`src/rtl/alu_op_driver_if.sv`:
```
// Command and response channels between a command source and alu_op_driver.
// The master modport is the command source / response consumer side.
interface alu_op_driver_if #(
    parameter int DW = 8
);
    logic          cmd_valid;
    logic          cmd_ready;
    logic [DW-1:0] cmd_a;
    logic [DW-1:0] cmd_b;
    logic [2:0]    cmd_op;
    logic          rsp_valid;
    logic          rsp_ready;
    logic [DW-1:0] rsp_a;
    logic [DW-1:0] rsp_b;
    logic [2:0]    rsp_op;
    logic [DW-1:0] rsp_r;
    logic          rsp_err;

    modport master (
        output cmd_valid, cmd_a, cmd_b, cmd_op, rsp_ready,
        input  cmd_ready, rsp_valid, rsp_a, rsp_b, rsp_op, rsp_r, rsp_err
    );

    modport slave (
        input  cmd_valid, cmd_a, cmd_b, cmd_op, rsp_ready,
        output cmd_ready, rsp_valid, rsp_a, rsp_b, rsp_op, rsp_r, rsp_err
    );
endinterface

```
`src/rtl/alu_op_driver.sv`:
```
// Drives one command at a time onto a combinational ALU, samples R after a settle window
// and returns {A,B,Op,R}. Define ALU_SELFCHECK_EN to build the result self-check model.
module alu_op_driver #(
    parameter int DW         = 8,
    parameter int SETTLE_CYC = 1,
    parameter int CNT_W      = 16
) (
    input  logic              clk,
    input  logic              rst_n,
    alu_op_driver_if.slave    bus,
    output logic [DW-1:0]     alu_a_o,
    output logic [DW-1:0]     alu_b_o,
    output logic [2:0]        alu_op_o,
    input  logic [DW-1:0]     alu_r_i,
    output logic              busy_o,
    output logic [CNT_W-1:0]  op_count_o,
    output logic [CNT_W-1:0]  err_count_o
);
    // A settle window of zero still needs one cycle for the ALU inputs to propagate.
    localparam int SETTLE_EFF = (SETTLE_CYC < 1) ? 1 : SETTLE_CYC;
    localparam int SCW        = $clog2(SETTLE_EFF + 1);

    typedef enum logic [1:0] {
        IDLE   = 2'd0,
        SETTLE = 2'd1,
        RESP   = 2'd2
    } state_t;

    state_t             state_q, state_d;
    logic [SCW-1:0]     cnt_q, cnt_d;
    logic [DW-1:0]      alu_a_q, alu_a_d;
    logic [DW-1:0]      alu_b_q, alu_b_d;
    logic [2:0]         alu_op_q, alu_op_d;
    logic               rsp_valid_q, rsp_valid_d;
    logic [DW-1:0]      rsp_a_q, rsp_a_d;
    logic [DW-1:0]      rsp_b_q, rsp_b_d;
    logic [2:0]         rsp_op_q, rsp_op_d;
    logic [DW-1:0]      rsp_r_q, rsp_r_d;
    logic [CNT_W-1:0]   op_count_q, op_count_d;
    logic               sample;

    always_ff @(posedge clk or negedge rst_n) begin
        if (!rst_n) begin
            state_q     <= IDLE;
            cnt_q       <= '0;
            alu_a_q     <= '0;
            alu_b_q     <= '0;
            alu_op_q    <= '0;
            rsp_valid_q <= 1'b0;
            rsp_a_q     <= '0;
            rsp_b_q     <= '0;
            rsp_op_q    <= '0;
            rsp_r_q     <= '0;
            op_count_q  <= '0;
        end else begin
            state_q     <= state_d;
            cnt_q       <= cnt_d;
            alu_a_q     <= alu_a_d;
            alu_b_q     <= alu_b_d;
            alu_op_q    <= alu_op_d;
            rsp_valid_q <= rsp_valid_d;
            rsp_a_q     <= rsp_a_d;
            rsp_b_q     <= rsp_b_d;
            rsp_op_q    <= rsp_op_d;
            rsp_r_q     <= rsp_r_d;
            op_count_q  <= op_count_d;
        end
    end

    // ALU inputs keep the last command after completion; only reset clears them.
    always_comb begin
        state_d     = state_q;
        cnt_d       = cnt_q;
        alu_a_d     = alu_a_q;
        alu_b_d     = alu_b_q;
        alu_op_d    = alu_op_q;
        rsp_valid_d = rsp_valid_q;
        rsp_a_d     = rsp_a_q;
        rsp_b_d     = rsp_b_q;
        rsp_op_d    = rsp_op_q;
        rsp_r_d     = rsp_r_q;
        op_count_d  = op_count_q;
        sample      = 1'b0;

        unique case (state_q)
            IDLE: begin
                if (bus.cmd_valid) begin
                    alu_a_d  = bus.cmd_a;
                    alu_b_d  = bus.cmd_b;
                    alu_op_d = bus.cmd_op;
                    cnt_d    = SCW'(SETTLE_EFF);
                    state_d  = SETTLE;
                end
            end
            SETTLE: begin
                if (cnt_q == SCW'(1)) begin
                    sample      = 1'b1;
                    rsp_r_d     = alu_r_i;
                    rsp_a_d     = alu_a_q;
                    rsp_b_d     = alu_b_q;
                    rsp_op_d    = alu_op_q;
                    rsp_valid_d = 1'b1;
                    state_d     = RESP;
                end else begin
                    cnt_d = cnt_q - SCW'(1);
                end
            end
            RESP: begin
                if (bus.rsp_ready) begin
                    rsp_valid_d = 1'b0;
                    op_count_d  = op_count_q + CNT_W'(1);
                    state_d     = IDLE;
                end
            end
            default: state_d = IDLE;
        endcase
    end

`ifdef ALU_SELFCHECK_EN
    logic [DW-1:0]    exp_r;
    logic             rsp_err_q, rsp_err_d;
    logic [CNT_W-1:0] err_count_q, err_count_d;

    // Reference ALU evaluated on the latched operands; results wrap to DW bits.
    always_comb begin
        exp_r = '0;
        unique case (alu_op_q)
            3'd0:    exp_r = alu_a_q + alu_b_q;
            3'd1:    exp_r = alu_a_q - alu_b_q;
            3'd2:    exp_r = alu_a_q & alu_b_q;
            3'd3:    exp_r = alu_a_q | alu_b_q;
            3'd4:    exp_r = alu_a_q ^ alu_b_q;
            3'd5:    exp_r = ~alu_a_q;
            3'd6:    exp_r = alu_a_q << 1;
            default: exp_r = alu_a_q >> 1;
        endcase
    end

    always_comb begin
        rsp_err_d   = rsp_err_q;
        err_count_d = err_count_q;
        if (sample) begin
            rsp_err_d = (alu_r_i != exp_r);
            if ((alu_r_i != exp_r) && (err_count_q != {CNT_W{1'b1}})) begin
                err_count_d = err_count_q + CNT_W'(1);
            end
        end
    end

    always_ff @(posedge clk or negedge rst_n) begin
        if (!rst_n) begin
            rsp_err_q   <= 1'b0;
            err_count_q <= '0;
        end else begin
            rsp_err_q   <= rsp_err_d;
            err_count_q <= err_count_d;
        end
    end

    assign bus.rsp_err = rsp_err_q;
    assign err_count_o = err_count_q;
`else
    assign bus.rsp_err = 1'b0;
    assign err_count_o = '0;
`endif

    assign bus.cmd_ready = (state_q == IDLE);
    assign bus.rsp_valid = rsp_valid_q;
    assign bus.rsp_a     = rsp_a_q;
    assign bus.rsp_b     = rsp_b_q;
    assign bus.rsp_op    = rsp_op_q;
    assign bus.rsp_r     = rsp_r_q;
    assign alu_a_o       = alu_a_q;
    assign alu_b_o       = alu_b_q;
    assign alu_op_o      = alu_op_q;
    assign busy_o        = (state_q != IDLE);
    assign op_count_o    = op_count_q;

    // A stalled response must hold its payload until the consumer takes it.
    a_rsp_stable: assert property (@(posedge clk) disable iff (!rst_n)
        (bus.rsp_valid && !bus.rsp_ready) |=>
            (bus.rsp_valid && $stable(bus.rsp_r) && $stable(bus.rsp_a)
             && $stable(bus.rsp_b) && $stable(bus.rsp_op)));

endmodule
```
`src/flat_wrapper.sv`:
```
// flat-port wrapper written by rule: the top's interface ports become plain ports
module alu_op_driver_flat 
#(
    parameter int DW         = 8,
    parameter int SETTLE_CYC = 1,
    parameter int CNT_W      = 16
)
  (clk, rst_n, alu_a_o, alu_b_o, alu_op_o, alu_r_i, busy_o, op_count_o, err_count_o, bus_cmd_valid, bus_cmd_a, bus_cmd_b, bus_cmd_op, bus_rsp_ready, bus_cmd_ready, bus_rsp_valid, bus_rsp_a, bus_rsp_b, bus_rsp_op, bus_rsp_r, bus_rsp_err);
  alu_op_driver_if #(.DW(DW)) bus_i ();
  input  logic clk;
  input  logic rst_n;
  output logic [DW-1:0] alu_a_o;
  output logic [DW-1:0] alu_b_o;
  output logic [2:0] alu_op_o;
  input  logic [DW-1:0] alu_r_i;
  output logic busy_o;
  output logic [CNT_W-1:0] op_count_o;
  output logic [CNT_W-1:0] err_count_o;
  input wire logic [$bits(bus_i.cmd_valid)-1:0] bus_cmd_valid;
  input wire logic [$bits(bus_i.cmd_a)-1:0] bus_cmd_a;
  input wire logic [$bits(bus_i.cmd_b)-1:0] bus_cmd_b;
  input wire logic [$bits(bus_i.cmd_op)-1:0] bus_cmd_op;
  input wire logic [$bits(bus_i.rsp_ready)-1:0] bus_rsp_ready;
  output wire logic [$bits(bus_i.cmd_ready)-1:0] bus_cmd_ready;
  output wire logic [$bits(bus_i.rsp_valid)-1:0] bus_rsp_valid;
  output wire logic [$bits(bus_i.rsp_a)-1:0] bus_rsp_a;
  output wire logic [$bits(bus_i.rsp_b)-1:0] bus_rsp_b;
  output wire logic [$bits(bus_i.rsp_op)-1:0] bus_rsp_op;
  output wire logic [$bits(bus_i.rsp_r)-1:0] bus_rsp_r;
  output wire logic [$bits(bus_i.rsp_err)-1:0] bus_rsp_err;
  assign bus_i.cmd_valid = bus_cmd_valid;
  assign bus_i.cmd_a = bus_cmd_a;
  assign bus_i.cmd_b = bus_cmd_b;
  assign bus_i.cmd_op = bus_cmd_op;
  assign bus_i.rsp_ready = bus_rsp_ready;
  assign bus_cmd_ready = bus_i.cmd_ready;
  assign bus_rsp_valid = bus_i.rsp_valid;
  assign bus_rsp_a = bus_i.rsp_a;
  assign bus_rsp_b = bus_i.rsp_b;
  assign bus_rsp_op = bus_i.rsp_op;
  assign bus_rsp_r = bus_i.rsp_r;
  assign bus_rsp_err = bus_i.rsp_err;
  alu_op_driver #(.DW(DW), .SETTLE_CYC(SETTLE_CYC), .CNT_W(CNT_W)) u_core (.clk(clk), .rst_n(rst_n), .bus(bus_i), .alu_a_o(alu_a_o), .alu_b_o(alu_b_o), .alu_op_o(alu_op_o), .alu_r_i(alu_r_i), .busy_o(busy_o), .op_count_o(op_count_o), .err_count_o(err_count_o));
endmodule
```
`config.mk`:
```
export PLATFORM = sky130hd
export DESIGN_NAME = alu_op_driver_flat
export DESIGN_NICKNAME = d
export VERILOG_FILES = /design/src/rtl/alu_op_driver_if.sv /design/src/rtl/alu_op_driver.sv /design/src/flat_wrapper.sv
export SDC_FILE = /design/constraint.sdc
export NUM_CORES = 1
export LEC_CHECK = 0
export BUFFER_PORTS_ARGS = -buffer_cell sky130_fd_sc_hd__buf_2
export CORE_MARGIN = 4
export CORE_UTILIZATION = 52
export CTS_CLUSTER_SIZE = 28
export DETAILED_ROUTE_END_ITERATION = 16
export PLACE_DENSITY = 0.95
export SLEW_MARGIN = 25
export SYNTH_ARGS = -nofsm -noshare
export SYNTH_HDL_FRONTEND = slang
export SYNTH_SLANG_ARGS = --single-unit
```
`constraint.sdc`:
```
create_clock -name clk -period 4 [get_ports clk]
set_input_delay 0.8 -clock clk [delete_from_list [all_inputs] [get_ports clk]]
set_output_delay 0.8 -clock clk [all_outputs]
set_load 0.05 [all_outputs]
```
* Word-level counts from Yosys, hierarchy flattened
Index checks and enable logic that the tools add are counted.
** Storage, ports and cells
- Flip-flop bits (word level) :: 66
- Input port bits :: 31
** Operators by class
- Add/sub/neg operators :: 2
- Equality and inequality tests :: 5
- Multiplexer cells :: 10
- Reduce and logical (&&, ||, !) cells :: 10
** Operators with widths (count)
- adder 16 x 1 -> 16 bit, second input constant :: 1
- AND reduction 2 bit :: 4
- 2-to-1 mux 2 bit :: 3
- one-hot mux 2 bit (3 select lines) :: 1
- AND reduction 3 bit :: 2
- nonzero test 2 bit :: 3
- 2-to-1 mux 1 bit :: 4
- inequality test 2 bit, second input constant :: 2
- one-hot mux 1 bit (2 select lines) :: 2
- == test 2 x 1 -> 1 bit, second input constant :: 1
- == test 2 bit, second input constant :: 1
- logical NOT 2 bit :: 1
- inequality test 2 x 1 -> 1 bit, second input constant :: 1
- subtractor 1 bit, second input constant :: 1

* Depth between registers and ports, before layout
- Word-level depth :: 3
- Gate-level depth with buffers :: 7
- Depth with buffers taken out :: 5

* Worst setup path before layout
Ideal clock, no wire load.
- Path kind :: flip-flop to flip-flop
- Start point :: reg u_core.state_q[0]
- End point :: reg u_core.alu_a_q[0] (netlist: u_core.alu_a_o[0])
- Library setup time :: 125 ps
- Arrival time :: 1767 ps
- Data required time :: 3875 ps
- Setup slack :: 2108 ps
- Stages on the path, launching flop included :: 8
- Path buffers :: 3
- Clock period less this slack :: 1892 ps
- Cells stage by stage :: dfrtp_1 > buf_6 > or2_4 > inv_2 > and2_4 > buf_6 > buf_12 > mux2_4
** Between the ends
- Cells in the longest elaborated chain, start to end :: 2
** RTL lines
- start, declared :: line alu_op_driver.sv:29 : state_t state_q, state_d;
- start signal, assigned :: line alu_op_driver.sv:56 : state_q <= state_d;
- logical NOT 2 bit
- via bus_cmd_ready :: line flat_wrapper.sv:24 : output wire logic [$bits(bus_i.cmd_ready)-1:0] bus_cmd_ready;
- AND reduction 2 bit (no source line)
- end signal, assigned :: line alu_op_driver.sv:58 : alu_a_q <= alu_a_d;
- end, declared :: line alu_op_driver.sv:31 : logic [DW-1:0] alu_a_q, alu_a_d;
The timed path passes the listed nets, and every way through them passes these cells.
A chain may end at the register's enable or synchronous reset.

* Final worst setup path
- Start point :: reg u_core.state_q[0]
- End point :: out bus_cmd_ready
** Between the ends
- Cells in the longest elaborated chain, start to end :: 1
** RTL lines
- logical NOT 2 bit :: line alu_op_driver.sv:167 : assign bus.cmd_ready = (state_q == IDLE);
- end, declared :: line flat_wrapper.sv:24
No other way between the ends.

==> impl_metrics.ini <==
[critical_path]
crit_chain = or2_4 > inv_2 > buf_2
cp-end-kind = output port
crit_type = register to output port
cp_max_fo = 8
max_stage_delay_ns = 0.47
cp.required_ns = 3.20
slowest_stage = dfrtp_1
startpoint_type = register
critPathTopFamily = flip-flops
critical_path_buf_inv_count = 2
cp.arrival_ns = 1.38

[logic_synthesis]
synth.distinct_cells = 30
synthCells = 193
syn_avg_cell_area_um2 = 14.5
synth.largest_area_cell = dfrtp_1
synth_seq_cells = 66
ys_warn_count = 0
ys_top_cells_by_area = dfrtp_1, mux2_2, mux2_4
yosysSeqAreaShare_pct = 59.0
synthDominantCellAreaShare_pct = 59.0
synth_area_um2 = 2800

[timing]
max_slew_margin_pct = 56.1
rsz0062_at_grt = false
fin_skew_ns = 0.00807
finalHoldViolCount = 0
setup_violations = 0
period_share_pct = 54.4
worst_pin_slew_ns = 0.656
tns_ns = 0
slew_violations = 0
post-route-min-period_ns = 2.18
max_freq_mhz = 459

[clocking]
cts_tree = yes
clkSinkCount = 66
clkLatencyLatePin_ns = 0.33
cts_setup_buffers = 0
cts_buffers = 9
htreeDepth = 3
cts_resized = 0
hold_buffers = 0
root_buffer = clkbuf_8
clk_pin_slew_worst_paths_ns = 0.08
cts_buffer_depth = 2

[grt]
track_usage_pct = 18.1
grt.overflow.total = 0
first_global_vias = 1871
grt_pass1_wl_um = 8850
antenna_found_initial = 0
grt_max_degree = 48

[outcome]
status = finished, final reports clean

[layout]
multi_input_area_um2 = 1010
synthToLayoutAreaGrowth_pct = 23.3
final_cells = 369
fill_cells = 410
drive_gt1_share_pct = 55.9
diodes = 0
fin_nets = 326
seq_area_um2 = 1650

[place]
io_buffer_count = 95
dp_cells = 353
place_congestion = 0.773
hpwl_um = 4230

[floorplanning]
die_h_um = 81.4
start_util_pct = 54.1
die_w_um = 81.4
coreArea_um2 = 5170
pin_count = 113
rows = 26
die_area_um2 = 6620

[route]
route.detailed.drc = 0
avgViaCountPerCell = 4.85
antenna_left = 0
dr.pass1.iters = 4
routedWlPerCell_um = 15.0
drtIter0Drc = 25
wirelength_um = 5550
dr_total_vias = 1790

[hold_path]
hold_class = input port to async pin

[run]
cap_violations = 0
-- registers in the layout (all words and copies together) (netlist names), 3 cells and up --
signal,cells
u_core.op_count_o,16
u_core.bus.rsp_r,8
u_core.alu_b_o,8
u_core.alu_op_o,3
u_core.bus.rsp_b,8
u_core.alu_a_o,8
u_core.bus.rsp_a,8
u_core.bus.rsp_op,3
-- kinds of logic (layout without fill, tap and decap cells) --
group | after synthesis | after routing | share of synthesized area (%)
DFF | 66 | 66 | 59.0
muxes | 46 | 46 | 19.8
buffers and inverters | 24 | 114 | 6.88
AOI/OAI and AO/OA | 4 | 4 | 0.805
and+or+nand+nor | 36 | 36 | 8.18
other | 1 | 17 | 0.134
xor gates and xnor gates | 15 | 15 | 4.69
adders and majority gates | 1 | 1 | 0.447
-- cells in the final DEF, fill, tap and decap left out --
cell       count
o21ai_0        2
nand2_1       12
or2_2          1
clkinv_2       2
clkbuf_8      10
inv_2          1
or2b_1         1
mux2_4        10
and2_4         1
nand2b_1       1
nor4_4         1
o21bai_1       1
nand2_2        1
xnor2_1       11
bufinv_16      1
nand4_1        4
xor2_1         4
nand3_1        4
ha_1           1
and2b_2        1
buf_2         94
conb_1        17
nor4_2         1
nand3b_4       1
and4_1         2
nor2_1         4
a21oi_1        1
or2_4          1
inv_1          1
mux2_2        36
buf_4          2
dfrtp_1       66
clkinv_4       3
-- layout make-up --
class | count | area share [%]
Timing Repair Buffer | 96 | 14.1
Clock buffer | 10 | 3.99
Tap cell | 70 | 2.54
Inverter | 2 | 0.218
Clock inverter | 6 | 1.92
Multi-Input combinational cell | 119 | 29.4
Sequential cell | 66 | 47.9
-- synth_stat cells --
| cell type | instances |
|---|---|
| mux2_4 | 10 |
| dfrtp_1 | 66 |
| nand3b_4 | 1 |
| mux2_2 | 36 |
| buf_6 | 2 |
| buf_4 | 19 |
| or2b_1 | 1 |
| nor4_4 | 1 |
| nand4_1 | 4 |
| nor2_1 | 4 |
| nand2_2 | 1 |
| and2b_2 | 1 |
| inv_1 | 1 |
| conb_1 | 1 |
| xnor2_1 | 11 |
| ha_1 | 1 |
| o21bai_1 | 1 |
| nand3_1 | 4 |
| buf_12 | 1 |
| or2_4 | 1 |
| or2_2 | 1 |
| and4_1 | 2 |
| and2_4 | 1 |
| a21oi_1 | 1 |
| o21ai_0 | 2 |
| nand2b_1 | 1 |
| nor4_2 | 1 |
| xor2_1 | 4 |
| inv_2 | 1 |
| nand2_1 | 12 |
-- final timing paths --
check / startpoint / depth (start not counted) / slack [ns] / to
max in group asynchronous: rst_n / 2 / 2.87 / u_core.alu_a_o[3]
min in group clk: u_core.cnt_q / 1 / 0.47 / u_core.state_q[0]
worst max register to register: u_core.state_q[1] / 3 / 2.24 / u_core.bus.rsp_op[0]
worst min-delay path: rst_n / 1 / 0.46 / u_core.bus.rsp_b[0]
worst min register to register: u_core.cnt_q / 1 / 0.47 / u_core.state_q[0]
worst max-delay path: u_core.state_q[0] / 3 / 1.82 / bus_cmd_ready
-- per-layer routing --
layer	global-route usage [%]	wire, µm	vias up
li1	-	-	829
met1	19.3	2020	885
met2	32.7	3050	64
met3	3.99	361	12
met4	9.97	123	0
met5	0	0	-
-- through the flow --
stage               utilization, %  hold WS (ns)  setup WS, ns  cell area [µm²]
finish                        66.7         0.464          1.82             3450
global route                  66.7         0.496          1.75             3450
CTS                           66.7         0.468          1.81             3450
detailed placement            62.7         0.446          2.12             3240
global placement              62.7         0.455          2.15             3240
floorplan                        -         0.429          2.11             2860
Power is left out: the tool's default activity adds up to more than one toggle a clock period on the data nets, which glitch-free logic cannot reach.
